**config.mk**
```make
export PLATFORM = sky130hd
export DESIGN_NAME = ram_arbiter
export DESIGN_NICKNAME = d
export VERILOG_FILES = /design/src/rtl/ram_arbiter.sv
export SDC_FILE = /design/constraint.sdc
export NUM_CORES = 1
export LEC_CHECK = 0
export BUFFER_PORTS_ARGS = -buffer_cell sky130_fd_sc_hd__buf_2
export CAP_MARGIN = 20
export CORE_MARGIN = 10
export CORE_UTILIZATION = 45
export DETAILED_ROUTE_END_ITERATION = 6
export GPL_TIMING_DRIVEN = 0
export PLACE_DENSITY = 0.76
export SYNTH_ARGS = -nofsm -noshare
export SYNTH_HDL_FRONTEND = slang
export SYNTH_SLANG_ARGS = --single-unit
```
**constraint.sdc**
```tcl
create_clock -name clk -period 2.4 [get_ports clk]
set_input_delay 0 -clock clk [delete_from_list [all_inputs] [get_ports clk]]
set_output_delay 0 -clock clk [all_outputs]
set_load 0.1 [all_outputs]
```
**src/rtl/ram_arbiter.sv**
```systemverilog
// Two-port arbiter/sequencer for a registered-read single-port RAM.
// Optional build macro RAM_ARB_FIXED_PRIO_EN selects fixed priority (port 0) instead of round-robin.
module ram_arbiter #(
  parameter int unsigned DATA_WIDTH = 8,
  parameter int unsigned ADDR_WIDTH = 8
) (
  input  logic                  clk,
  input  logic                  rst,
  input  logic                  req0,
  input  logic                  we0,
  input  logic [ADDR_WIDTH-1:0] addr0,
  input  logic [DATA_WIDTH-1:0] wdata0,
  input  logic                  req1,
  input  logic                  we1,
  input  logic [ADDR_WIDTH-1:0] addr1,
  input  logic [DATA_WIDTH-1:0] wdata1,
  output logic                  gnt0,
  output logic                  gnt1,
  output logic                  rvalid0,
  output logic                  rvalid1,
  output logic [DATA_WIDTH-1:0] rdata0,
  output logic [DATA_WIDTH-1:0] rdata1,
  output logic                  ram_cs,
  output logic                  ram_we,
  output logic                  ram_oe,
  output logic [ADDR_WIDTH-1:0] ram_addr,
  output logic [DATA_WIDTH-1:0] ram_wdata,
  input  logic [DATA_WIDTH-1:0] ram_rdata
);

  typedef enum logic [1:0] {
    IDLE  = 2'd0,
    WRITE = 2'd1,
    READ  = 2'd2,
    RCAPT = 2'd3
  } state_t;

  state_t state;
  logic   owner;
`ifndef RAM_ARB_FIXED_PRIO_EN
  logic   last_gnt;
`endif

  logic                  accept_c;
  logic                  sel_c;
  logic                  sel_we_c;
  logic [ADDR_WIDTH-1:0] sel_addr_c;
  logic [DATA_WIDTH-1:0] sel_wdata_c;

  // Grant selection; nothing is accepted while the RAM is mid-read or in reset.
  always_comb begin
    accept_c = 1'b0;
    sel_c    = 1'b0;
    if (!rst && state != READ) begin
      if (req0 && req1) begin
        accept_c = 1'b1;
`ifdef RAM_ARB_FIXED_PRIO_EN
        sel_c    = 1'b0;
`else
        sel_c    = ~last_gnt;
`endif
      end else if (req0) begin
        accept_c = 1'b1;
      end else if (req1) begin
        accept_c = 1'b1;
        sel_c    = 1'b1;
      end
    end
  end

  assign gnt0        = accept_c & ~sel_c;
  assign gnt1        = accept_c &  sel_c;
  assign sel_we_c    = sel_c ? we1    : we0;
  assign sel_addr_c  = sel_c ? addr1  : addr0;
  assign sel_wdata_c = sel_c ? wdata1 : wdata0;

  // Sequencer: RAM controls stay put through READ and RCAPT so the tri-stated data is stable.
  always_ff @(posedge clk or posedge rst) begin
    if (rst) begin
      state     <= IDLE;
      owner     <= 1'b0;
`ifndef RAM_ARB_FIXED_PRIO_EN
      last_gnt  <= 1'b1;
`endif
      rvalid0   <= 1'b0;
      rvalid1   <= 1'b0;
      rdata0    <= '0;
      rdata1    <= '0;
      ram_cs    <= 1'b0;
      ram_we    <= 1'b0;
      ram_oe    <= 1'b0;
      ram_addr  <= '0;
      ram_wdata <= '0;
    end else begin
      rvalid0 <= 1'b0;
      rvalid1 <= 1'b0;

      if (state == RCAPT) begin
        if (owner) begin
          rdata1  <= ram_rdata;
          rvalid1 <= 1'b1;
        end else begin
          rdata0  <= ram_rdata;
          rvalid0 <= 1'b1;
        end
      end

      if (state == READ) begin
        state <= RCAPT;
      end else if (accept_c) begin
`ifndef RAM_ARB_FIXED_PRIO_EN
        last_gnt <= sel_c;
`endif
        ram_cs   <= 1'b1;
        ram_addr <= sel_addr_c;
        if (sel_we_c) begin
          ram_we    <= 1'b1;
          ram_oe    <= 1'b0;
          ram_wdata <= sel_wdata_c;
          state     <= WRITE;
        end else begin
          ram_we <= 1'b0;
          ram_oe <= 1'b1;
          owner  <= sel_c;
          state  <= READ;
        end
      end else begin
        // Address and write data are left as-is when the RAM goes idle.
        ram_cs <= 1'b0;
        ram_we <= 1'b0;
        ram_oe <= 1'b0;
        state  <= IDLE;
      end
    end
  end

endmodule

```
==> summary.txt <==
Run status
  – Status: finished, final reports clean

Drt
  – DR vias: about 1400
  – WL/cell: between 15 and 20 µm
  – DRT Pass-1 Iters: 4
  – Routed Antenna Nets: 0
  – Initial DRC count: 39
  – Routed WL: about 4500 µm
  – Drt drc: 0
  – Drt via density: just under 5

Finish
  – Final net count: between 200 and 300
  – Antenna Cells: 0
  – Area of the multi-input gates: ~650 µm²
  – Area grow syn2layout: 43.7%
  – Register area: roughly 0.0010 mm²
  – Share of layout cells above drive strength 1: about half
  – FILL cells: about 280

Synth
  – Asr flop ratio synth: 100%
  – Top-area cell type share of the netlist area: roughly 58%
  – Seq/Total Area, Yosys: a little under 60%
  – Number of flops mapped to enable cells by yosys: 0
  – Commonest cells in the netlist: dfrtp_1 (40), nand2_1 (29), mux2_2 (25)
  – Cell area after synthesis: approximately 0.0017 mm²
  – Syn nets: roughly 180
  – Synth warn: 0
  – Yosys cell types: 25
  – Area contributors post-synth: dfrtp_1 (58%), mux2_2 (16%), nand2_1 (6.3%), a22o_1 (4.1%), a21o_1 (3.9%)
  – Post-synth top flop: dfrtp_1
  – Synthesized area per cell: roughly 13 µm²
  – Synth Instances: about 140
  – Post-synth top area cell: dfrtp_1
  – Synth Register Bits: 41
  – Most common cell in the netlist: dfrtp_1

STA
  – Fin Setup TNS: 0 ns
  – Rel. slew slack: a little over two fifths
  – Final hold viol count: 0
  – Clock skew: between 0.003 and 0.004 ns
  – Crit share post-route: around 92%
  – Slew Limit Fails: 0
  – Setup ws final: 0.192 ns
  – FMAX: 0.453 GHz
  – Slew at the pin closest to its max-slew limit: 0.847 ns
  – Final critical-path required period: 2.21 ns
  – Setup violators final: 0
  – RSZ-0062 raised after global routing: false

Clocking
  – Postcts setup bufs: 0
  – CTS Buffer Depth: 2
  – Worst skew pair latency: around 0.29 ns
  – Hold-fix buffers at CTS: 19
  – Clock transition at the registers of the reported paths: roughly 0.080 ns
  – TritonCTS buffer count: 5
  – CTS tree: built
  – CTS root buf: clkbuf_8
  – Post-CTS sizing: 0
  – H-tree depth: 2
  – CTS Sinks: just over 40

Setup path
  – CP top delay family: buffers and inverters
  – Reg-to-reg slack, setup: around 0.19 ns
  – CP max-delay cell: dlygate4sd3_1
  – Arrival time at the worst endpoint: 2.38 ns
  – Cell-by-cell trace of the critical path: nor2b_4 -> or3_1 -> buf_2 -> buf_6 -> o31ai_1 -> o21ai_0 -> dlygate4sd3_1
  – Nature of the critical path startpoint: flip-flop
  – CP Capture Type: flip-flop
  – CP bufs+invs: 3
  – CP max FO: 10
  – Worst Path Required: about 2.6 ns
  – CP Class: flip-flop to flip-flop
  – CP peak stage delay: 0.57 ns

Global routing
  – GRT Residual Overflow: 0
  – Pin count of the biggest net entering global routing: 42
  – Initial antenna violation count: 0
  – First-pass GRT wire length: 7070 µm
  – Total track usage: between 10 and 15%
  – Vias in the first global route: ~1500

Placement
  – IO buf count: 84
  – Setup WS pre-CTS: 0.516 ns
  – Post-DP HPWL: 3310 µm
  – Placer congestion estimate: around 0.74

Worst hold path
  – Min-Delay Path Class: input pin to flip-flop

Floorplan
  – Die span in x: 81.9 µm
  – Initial Utilization: approximately 47%
  – Top Ports: 85
  – Die Ht: 81.9 µm
  – Area of the die: about 0.0067 mm²
  – Site Rows: 22
  – Core ar.: around 0.0037 mm²

Run
  – Max-cap violations: 0
==> stage by stage <==
stage | cell area [µm²] | utilization (%) | hold slack, ns | instances
floorplan | 1720 | - | 0.105 | 135
global placement | 2200 | 59.7 | 0.204 | 267
detailed placement | 2200 | 59.7 | 0.207 | 267
CTS | 2480 | 67.1 | 0.00300 | 294
global route | 2480 | 67.1 | 0.00403 | 294
finish | 2480 | 67.1 | 0.00971 | 294
==> worst register-to-register path: stages, from the launching register on <==
cell           delay (ns)
dfrtp_1              0.39
nor2b_4              0.16
or3_1                0.33
buf_2                0.19
buf_6                0.16
o31ai_1              0.17
o21ai_0              0.12
dlygate4sd3_1        0.57
==> final timing paths <==
| check | startpoint | end | depth (start not counted) |
|---|---|---|---|
| hold reg to reg | last_gnt$_DFFE_PP1P_ | last_gnt$_DFFE_PP1P_ | 2 |
| max in group asynchronous | rst | rdata1[3]$_DFFE_PP0P_ | 3 |
| setup reg to reg | state[1]$_DFF_PP0_ | owner$_DFFE_PP0P_ | 7 |
| hold / removal | addr1[7] | ram_addr[7]$_DFFE_PP0P_ | 3 |
| min in group asynchronous | rst | ram_wdata[6]$_DFFE_PP0P_ | 3 |
| setup / recovery | state[1]$_DFF_PP0_ | owner$_DFFE_PP0P_ | 7 |
==> registers in the layout, summed over array words and instances (netlist names), 2 cells and up <==
name	count
ram_addr	8
ram_wdata	8
rdata0	8
rdata1	8
state	2
==> layer usage <==
layer  vias up  GRT usage (%)  part of all wire, %
met5         -              0                    0
li1        687              -                    -
met1       681           14.7                   39
met2        60           22.7                   48
met3         5           7.31                   11
met4         0           5.10                  1.1
==> layout make-up <==
type	instances	area share (%)
tap	48	2.43
multi-input combinational	86	26.3
sequential	41	41.5
clock buffer	6	2.93
timing repair buffer	103	24.7
clock inverter	2	0.404
buffer	4	1.16
inverter	4	0.606
==> cell usage in the layout (no fill, tap or decap), types with 2 or more instances in the layout <==
cell / n
buf_2: 86
dlygate4sd3_1: 19
clkinv_2: 2
o21ai_0: 2
clkbuf_8: 5
nand2_1: 29
inv_1: 2
mux2_2: 25
dfrtp_1: 40
a21o_1: 9
a22o_1: 8
==> cells by family (layout without fill, tap and decap cells) <==
group	count (synthesis)	after routing	synth area share, %
muxes	26	26	16.9
DFF	41	41	59.6
buffers and inverters	8	119	2.54
AOI/OAI and AO/OA	22	22	9.88
and+or+nand+nor	38	38	11.0
Power is not shown: default switching activity piles up to over one toggle a cycle in this logic, so the estimate is an artifact.
